[config.mk]
export PLATFORM = sky130hd
export DESIGN_NAME = reset_stall_controller
export DESIGN_NICKNAME = d
export VERILOG_FILES = /design/src/rtl/reset_stall_controller.sv
export SDC_FILE = /design/constraint.sdc
export NUM_CORES = 1
export LEC_CHECK = 0
export CORE_ASPECT_RATIO = 0.9
export CORE_MARGIN = 2
export CORE_UTILIZATION = 46
export CTS_CLUSTER_DIAMETER = 150
export DETAILED_ROUTE_END_ITERATION = 12
export HOLD_SLACK_MARGIN = 0.03
export PLACE_DENSITY = 0.79
export SYNTH_ARGS = -nofsm -noshare
export SYNTH_HDL_FRONTEND = slang
export SYNTH_SLANG_ARGS = --single-unit
[constraint.sdc]
create_clock -name clk -period 3.6 [get_ports clk]
set_clock_uncertainty 0.05 [all_clocks]
set_input_delay 0.72 -clock clk [delete_from_list [all_inputs] [get_ports clk]]
set_output_delay 0.72 -clock clk [all_outputs]
set_load 0.02 [all_outputs]
[src/rtl/reset_stall_controller.sv]
// Reset-command sequencer and pipeline stall generator: issues per-domain reset
// request pulses, tracks their acks with a timeout, and manages halt/resume.
module reset_stall_controller #(
  parameter int         RESET_DOMAINS = 4,
  parameter int         STALL_SOURCES = 3,
  parameter int         FUNIT_COUNT   = 5,
  parameter int         RESET_FUNIT   = 2,
  parameter logic [3:0] RESET_OPCODE  = 4'hE,
  parameter int         ACK_TIMEOUT   = 255
) (
  input  logic                     clk,
  input  logic                     async_rst_n,
  input  logic                     clk_en,
  input  logic                     instruction_valid,
  input  logic [3:0]               minor_opcode_in,
  input  logic [FUNIT_COUNT-1:0]   functional_unit_enable,
  input  logic [RESET_DOMAINS-1:0] reset_mask_in,
  input  logic [RESET_DOMAINS-1:0] reset_ack_in,
  input  logic                     branch_stall_in,
  input  logic [STALL_SOURCES-1:0] stall_sources_in,
  input  logic                     halt_req_in,
  input  logic                     resume_in,
  output logic [RESET_DOMAINS-1:0] reset_req_out,
  output logic                     reset_busy,
  output logic                     reset_timeout,
  output logic                     branch_stall_disable,
  output logic                     halted,
  output logic                     stall_en,
  output logic [1:0]               dbgState,
  output logic [RESET_DOMAINS-1:0] dbgPending
);

  localparam int CW = $clog2(ACK_TIMEOUT + 1);
  localparam logic [CW-1:0] TIMEOUT_VAL = CW'(ACK_TIMEOUT);

  typedef enum logic [1:0] {
    RUN      = 2'd0,
    ISSUE    = 2'd1,
    WAIT_ACK = 2'd2,
    HALTED   = 2'd3
  } state_t;

  state_t                   state;
  logic [RESET_DOMAINS-1:0] pending;
  logic [RESET_DOMAINS-1:0] pendingCleared;
  logic [CW-1:0]            counter;
  logic [CW-1:0]            counterNext;
  logic                     branchStallDelay;
  logic                     cmdAccept;
  logic                     ackWindow;
  logic                     unusedFuBits;

  // Command handshake: valid-only, no ready. A command is taken when it is
  // valid on an enabled edge in RUN; in any other state it is silently dropped.
  assign cmdAccept = clk_en && instruction_valid &&
                     (minor_opcode_in == RESET_OPCODE) &&
                     functional_unit_enable[RESET_FUNIT] && (state == RUN);

  assign ackWindow      = (state == ISSUE) || (state == WAIT_ACK);
  assign pendingCleared = pending & ~reset_ack_in;
  assign counterNext    = counter + CW'(1);
  assign unusedFuBits   = ^functional_unit_enable;

  always_ff @(posedge clk or negedge async_rst_n) begin
    if (!async_rst_n) begin
      state            <= RUN;
      pending          <= '0;
      counter          <= '0;
      reset_timeout    <= 1'b0;
      branchStallDelay <= 1'b0;
      reset_req_out    <= '0;
      reset_busy       <= 1'b0;
      halted           <= 1'b0;
    end else begin
      // Acks are level signals from other clock-enable domains, so they clear
      // pending bits on every edge; everything else waits for clk_en.
      if (ackWindow) pending <= pendingCleared;
      if (clk_en) begin
        branchStallDelay <= instruction_valid && branch_stall_in;
        reset_req_out    <= '0;
        case (state)
          RUN: begin
            if (cmdAccept && (reset_mask_in != '0)) begin
              state         <= ISSUE;
              pending       <= reset_mask_in;
              reset_req_out <= reset_mask_in;
              counter       <= '0;
              reset_timeout <= 1'b0;
              reset_busy    <= 1'b1;
            end else if (halt_req_in && !cmdAccept) begin
              state  <= HALTED;
              halted <= 1'b1;
            end
          end
          ISSUE: state <= WAIT_ACK;
          WAIT_ACK: begin
            if (pendingCleared == '0) begin
              state      <= RUN;
              reset_busy <= 1'b0;
            end else if (counterNext == TIMEOUT_VAL) begin
              pending       <= '0;
              reset_timeout <= 1'b1;
              state         <= RUN;
              reset_busy    <= 1'b0;
            end else begin
              counter <= counterNext;
            end
          end
          HALTED: begin
            if (resume_in) begin
              state  <= RUN;
              halted <= 1'b0;
            end
          end
          default: state <= RUN;
        endcase
      end
    end
  end

  assign branch_stall_disable = branchStallDelay;
  assign stall_en   = (state != RUN) || branchStallDelay || (|stall_sources_in) || halt_req_in;
  assign dbgState   = state;
  assign dbgPending = pending;

endmodule

==> results of run 1 <==
-- worst max-delay path by stage --
stage / start / end / slack (ns)
after floorplan: reset_ack_in[1] / counter[6]$_DFFE_PN0P_ / 1.44
after global placement: reset_mask_in[1] / counter[5]$_DFFE_PN0P_ / 0.71
after detailed placement: reset_mask_in[1] / counter[5]$_DFFE_PN0P_ / 0.68
after CTS: stall_sources_in[1] / stall_en / 0.77
after global routing: dbgState[0]$_DFFE_PN0P_ / stall_en / 0.65
final: stall_sources_in[1] / stall_en / 0.77
-- cell usage after synthesis (2+ instances only) --
cell,n
a211o_1,2
a21oi_1,2
a22o_1,2
a32o_1,4
buf_2,2
clkbuf_1,2
dfrtp_1,22
ha_1,6
inv_1,10
mux2_2,2
mux2i_1,2
nand2_1,16
nand2b_1,3
nand2b_4,2
nand3_1,7
nand4_1,3
nand4b_1,2
nor2_1,6
nor3_1,2
nor3b_1,2
o21a_1,2
o21ai_0,14
o31ai_1,3
xnor2_1,2
-- layer usage --
| layer | GRT usage | vias up | wire length, um |
|---|---|---|---|
| li1 | - | 579 | - |
| met1 | 0.2830 | 579 | 1400 |
| met4 | 0.04348 | 0 | 27 |
| met5 | 0 | - | 0 |
| met2 | 0.4076 | 29 | 1694 |
| met3 | 0.04419 | 2 | 110 |
-- per-stage QoR --
step           std cells  total power, W
6_report             214       0.0008308
5_1_grt              214       0.0008891
4_1_cts              214       0.0008386
3_5_place_dp         210       0.0006987
2_1_floorplan        138       0.0005588
3_3_place_gp         210       0.0006762
-- power by group through the flow --
stage / clock, W / sequential [W] / combinational [W]
after global routing: 0.000149 / 0.000320 / 0.000420
after global placement: 0 / 0.000316 / 0.000360
after detailed placement: 0 / 0.000320 / 0.000379
final: 0.000137 / 0.000316 / 0.000378
after floorplan: 0 / 0.000343 / 0.000216
after CTS: 0.000143 / 0.000315 / 0.000380
-- flip-flops by register name, summed over array words and instances, names as in the netlist --
signal	count
reset_timeout	1
counter	8
halted	1
branch_stall_disable	1
dbgState	2
dbgPending	4
reset_busy	1
reset_req_out	4
-- cells by family (layout without fill, tap and decap cells) --
group / count (synthesis) / in the layout / share of synthesized area
muxes: 4 / 4 / 0.03214
adders and majority gates: 6 / 6 / 0.05671
xor gates and xnor gates: 2 / 2 / 0.01323
and+or+nand+nor: 51 / 51 / 0.2316
DFF: 22 / 22 / 0.4159
buffers and inverters: 15 / 51 / 0.05010
AOI/OAI and AO/OA: 38 / 38 / 0.2004
-- area by class of cell --
| cell class | instances | area [sq um] | share of cell area |
|---|---|---|---|
| flip-flops and latches | 22 | 550.5 | 0.3143 |
| multi-input cells | 101 | 706.9 | 0.4036 |
| inverters | 10 | 37.54 | 0.02143 |
| repair buffers | 37 | 370.4 | 0.2114 |
| clock buffers | 4 | 36.28 | 0.02071 |
| well taps | 40 | 50.05 | 0.02857 |
-- worst max-delay path, delay by kind of cell --
| family | cells | cell delay, ns |
|---|---|---|
| AND/OR/NAND/NOR | 2 | 0.40 |
| buffers and inverters | 2 | 0.93 |
==> flow_summary.json, run 1 <==
{
  "setup_viol": 0,
  "grt_max_degree": 23,
  "drive_gt1_frac": 0.06322,
  "reg2regPathDepth": 6,
  "first_iter_violations": 27,
  "grt_pass1_vias": 1148,
  "syn_nets": 171,
  "finalCriticalPeriod_ns": 2.827,
  "p_sw_frac": 0.3888,
  "final_core_util": 0.6375,
  "cts_tree": "done",
  "crit_arrival_ns": 2.06,
  "ys_ff_latch": 22,
  "clkTransAtPathRegs_ns": 0.11,
  "crit_path_start_kind": "primary input",
  "cts_hold_buf": 0,
  "whs_endpoint": "reset_timeout$_DFFE_PN0P_",
  "period_share": 0.7853,
  "antennaDiodeCount": 0,
  "final_cell_mix": "clkdlybuf4s50_1, dfrtp_1, nand2_1, o21ai_0, inv_1",
  "power_density_nw_per_um2": 474.3,
  "area_growth_pct": 32.33,
  "wl_per_cell_um": 15.10,
  "h-tree-depth": 1,
  "timing.fmax_mhz": 353.7,
  "p_clk_frac": 0.165,
  "synth_area_per_cell_sq_um": 9.593,
  "power.switching_w": 0.0003230,
  "worst_r2r_endpoint": "counter[6]$_DFFE_PN0P_",
  "hold_viol": 0,
  "syn_inst": 138,
  "reg2reg_slack_ns": 1.29,
  "cpMostUsedCell": "clkdlybuf4s50_1",
  "core_sq_um": 2748,
  "status": "finished clean",
  "yosys.area.top_type": "dfrtp_1",
  "dr.pass1.iters": 4,
  "fin_worst_hold_slack_ns": 0.4669,
  "num_rows": 18,
  "dieWidth_um": 60.55,
  "yosysWarnings": 0,
  "yosys.cell_types.count": 42,
  "clock_path_buffers": 2,
  "drc": 0,
  "detail-route-antenna-nets": 0,
  "cp-end-kind": "primary output",
  "cts-resized-gates": 0,
  "slowest_delay_ns": 0.54,
  "clkSinkCount": 22,
  "grt.total_usage": 0.2252,
  "ys_seq_area_frac": 0.4159,
  "dp_slack_ns": 0.6783,
  "vias": 1189,
  "synth_ff_type": "dfrtp_1",
  "grt_pass1_wl_um": 5430,
  "min_path_type": "register to register",
  "p_int_w": 0.0005078,
  "wirelength_um": 3231,
  "critPathRequiredTime_ns": 2.83,
  "io_pins": 42,
  "start_util": 0.4818,
  "yosysTopAreaCellShare": 0.4159,
  "synth_edf_count": 0,
  "setup_slack_ns": 0.7728,
  "cts-buffers-inserted": 3,
  "dpl-instance-area_sq_um": 1715,
  "ir_worst_vdd_mv": 0.4132,
  "avgViaCountPerCell": 5.556,
  "place_congestion": 0.8806,
  "layout_commonest_cell": "clkdlybuf4s50_1",
  "cp_slowest_cell": "clkdlybuf4s50_1",
  "dp_hpwl_um": 2503,
  "cts_setup_buffers": 0,
  "final_area_sq_um": 1752,
  "synth_area_leaders": "dfrtp_1, ha_1, o21ai_0, nand2_1, a32o_1",
  "portBuffers": 37,
  "clk_latency_ns": 0.31,
  "rsz0062_at_grt": "no",
  "die_h_um": 54.89,
  "min_from": "reset_timeout$_DFFE_PN0P_",
  "slew_headroom": 0.3395,
  "fillers": 262,
  "leakage_nw": 0.7142,
  "fin_tns_setup_ns": 0,
  "ys_async_sr_fraction": 1.000,
  "final_nets": 208,
  "cts-root-buf": "clkbuf_4",
  "power_frac_comb": 0.455,
  "path_class": "primary input to primary output",
  "netlist_area_sq_um": 1324,
  "cp_cell_sequence": "clkdlybuf4s50_1 -> nor4_1 -> nand2_1 -> clkdlybuf4s50_1",
  "tightest_slew_ns": 0.9877,
  "p_seq_frac": 0.380,
  "antenna_found_initial": 0,
  "whs_path_depth": 1,
  "overflow": 0,
  "r2r_start": "dbgState[0]$_DFFE_PN0P_",
  "crit_fanout": 1,
  "dieArea_sq_um": 3323,
  "timing.max_cap.violations": 0,
  "slew_violations": 0
}
No activity file was read; power rests on OpenSTA's default activity.
==> inputs of run 2 (changes only) <==
- clock period: 3.6 -> 2.8 ns (I/O delays scaled with it)
==> flow_summary.json, run 2 (same netlist as run 1, synthesis figures left out) <==
{
  "status": "finished clean",
  "clk_latency_ns": 0.31,
  "final_cell_mix": "clkdlybuf4s50_1, dfrtp_1, nand2_1, o21ai_0, inv_1",
  "grt_max_degree": 23,
  "timing.fmax_mhz": 375.8,
  "p_sw_frac": 0.3649,
  "wl_per_cell_um": 14.11,
  "slowest_delay_ns": 0.54,
  "cp_cell_sequence": "inv_1 -> ha_1 -> inv_1 -> nor2_1 -> nand2_1 -> clkdlybuf4s50_1",
  "cts-resized-gates": 0,
  "timing.max_cap.violations": 0,
  "dpl.cell_count": 216,
  "p_seq_frac": 0.350,
  "p_int_w": 0.0007322,
  "leakage_nw": 0.7510,
  "fillers": 233,
  "cts-buffers-inserted": 3,
  "layout_commonest_cell": "clkdlybuf4s50_1",
  "ir_worst_vdd_mv": 0.4687,
  "grt_use_met2": 0.3732,
  "grt_pass1_vias": 1176,
  "power_density_nw_per_um2": 635.9,
  "min_from": "reset_timeout$_DFFE_PN0P_",
  "detail-route-antenna-nets": 0,
  "antennaDiodeCount": 0,
  "drc": 0,
  "num_rows": 18,
  "start_util": 0.4818,
  "largest_register_ffs": 8,
  "grt_use_met1": 0.2723,
  "grt.total_usage": 0.2133,
  "whs_path_depth": 1,
  "power.switching_w": 0.0004207,
  "cts-root-buf": "clkbuf_4",
  "cts_setup_buffers": 0,
  "r2r_start": "dbgState[1]$_DFFE_PN0P_",
  "slew_violations": 0,
  "rsz0062_at_grt": "no",
  "cp-end-kind": "primary output",
  "regMostFlops": "counter",
  "wirelength_um": 3105,
  "die_h_um": 54.89,
  "cp_slowest_cell": "clkdlybuf4s50_1",
  "clkSinkCount": 22,
  "grt_most_used_layer": "met2",
  "power_frac_comb": 0.436,
  "first_iter_violations": 70,
  "clkTransAtPathRegs_ns": 0.13,
  "setup_viol": 0,
  "fin_tns_setup_ns": 0,
  "slew_headroom": 0.7192,
  "cpMostUsedCell": "inv_1",
  "whs_endpoint": "reset_timeout$_DFFE_PN0P_",
  "vias": 1175,
  "h-tree-depth": 1,
  "clock_path_buffers": 2,
  "crit_fanout": 5,
  "grt_pass1_wl_um": 5195,
  "final_nets": 214,
  "dieWidth_um": 60.55,
  "finalCriticalPeriod_ns": 2.661,
  "dr.pass1.iters": 4,
  "final_cell_count_no_fill": 220,
  "crit_arrival_ns": 2.05,
  "crit_path_start_kind": "register",
  "reg2regPathDepth": 7,
  "critPathRequiredTime_ns": 2.19,
  "worst_r2r_endpoint": "dbgPending[0]$_DFF_PN0_",
  "avgViaCountPerCell": 5.341,
  "antenna_found_initial": 0,
  "dp_hpwl_um": 2513,
  "p_clk_frac": 0.214,
  "tightest_slew_ns": 0.4153,
  "core_sq_um": 2748,
  "cts_hold_buf": 0,
  "reg2reg_slack_ns": 0.52,
  "hold_viol": 0,
  "place_congestion": 0.8757,
  "dieArea_sq_um": 3323,
  "min_path_type": "register to register",
  "cts_tree": "done",
  "area_growth_pct": 36.96,
  "grt_use_met3": 0.02326,
  "drive_gt1_frac": 0.09444,
  "overflow": 0,
  "period_share": 0.9504,
  "io_pins": 42,
  "portBuffers": 37,
  "path_class": "register to primary output"
}
run 2: cell count changes in the layout (fill, tap and decap cells not counted), sizes merged:
| cell | previous run | this run |
|---|---|---|
| bufinv | 0 | 1 |
| clkbuf | 4 | 3 |
| buf | 0 | 6 |
run 2: layout make-up:
| class | instances | area (sq um) | share of cell area |
|---|---|---|---|
| clock buffers | 3 | 22.52 | 0.01242 |
| clock inverters | 1 | 30.03 | 0.01656 |
| inverters | 10 | 37.54 | 0.02070 |
| multi-input cells | 101 | 706.9 | 0.3899 |
| flip-flops and latches | 22 | 550.5 | 0.3037 |
| well taps | 40 | 50.05 | 0.02761 |
| repair buffers | 43 | 415.4 | 0.2291 |
run 2: metrics by stage:
step | hold slack [ns] | cell area, sq um | total power (W) | worst slack [ns] | utilization
after detailed placement | 0.4399 | 1760 | 0.0009142 | 0.1499 | 0.6407
after global placement | 0.4326 | 1760 | 0.0008865 | 0.1840 | 0.6407
after CTS | 0.4778 | 1813 | 0.001162 | 0.1345 | 0.6598
after floorplan | 0.2144 | 1324 | 0.0007185 | 0.7421 | -
final | 0.4720 | 1813 | 0.001153 | 0.1388 | 0.6598
after global routing | 0.4983 | 1813 | 0.001227 | 0.01750 | 0.6598
run 2: layer usage:
layer / up-vias / share of wire
li1: 592 / -
met1: 552 / 0.45
met2: 29 / 0.49
met3: 2 / 0.042
met4: 0 / 0.011
met5: - / 0
run 2: worst max-delay path by stage:
stage | start | endpoint | slack (ns) | depth (start not counted)
floorplan | dbgState[0]$_DFFE_PN0P_ | dbgState[0]$_DFFE_PN0P_ | 0.74 | 7
CTS | dbgState[1]$_DFFE_PN0P_ | stall_en | 0.13 | 6
global route | dbgState[1]$_DFFE_PN0P_ | stall_en | 0.02 | 6
finish | dbgState[1]$_DFFE_PN0P_ | stall_en | 0.14 | 6
global placement | reset_mask_in[1] | dbgPending[2]$_DFF_PN0_ | 0.18 | 6
detailed placement | reset_mask_in[1] | counter[7]$_DFFE_PN0P_ | 0.15 | 6
run 2: critical path: cells and delay by family, from the launching register on:
family,cells,cell delay (ns)
adders and majority gates,1,0.28
buffers and inverters,3,0.78
DFF,1,0.44
and+or+nand+nor,2,0.23
run 2: power by group through the flow:
| stage | clock network [W] | registers [W] | logic [W] |
|---|---|---|---|
| after floorplan | 0 | 0.000441 | 0.000278 |
| after global placement | 0 | 0.000406 | 0.000480 |
| after detailed placement | 0 | 0.000412 | 0.000502 |
| after CTS | 0.000252 | 0.000404 | 0.000506 |
| after global routing | 0.000258 | 0.000412 | 0.000556 |
| final | 0.000246 | 0.000404 | 0.000502 |
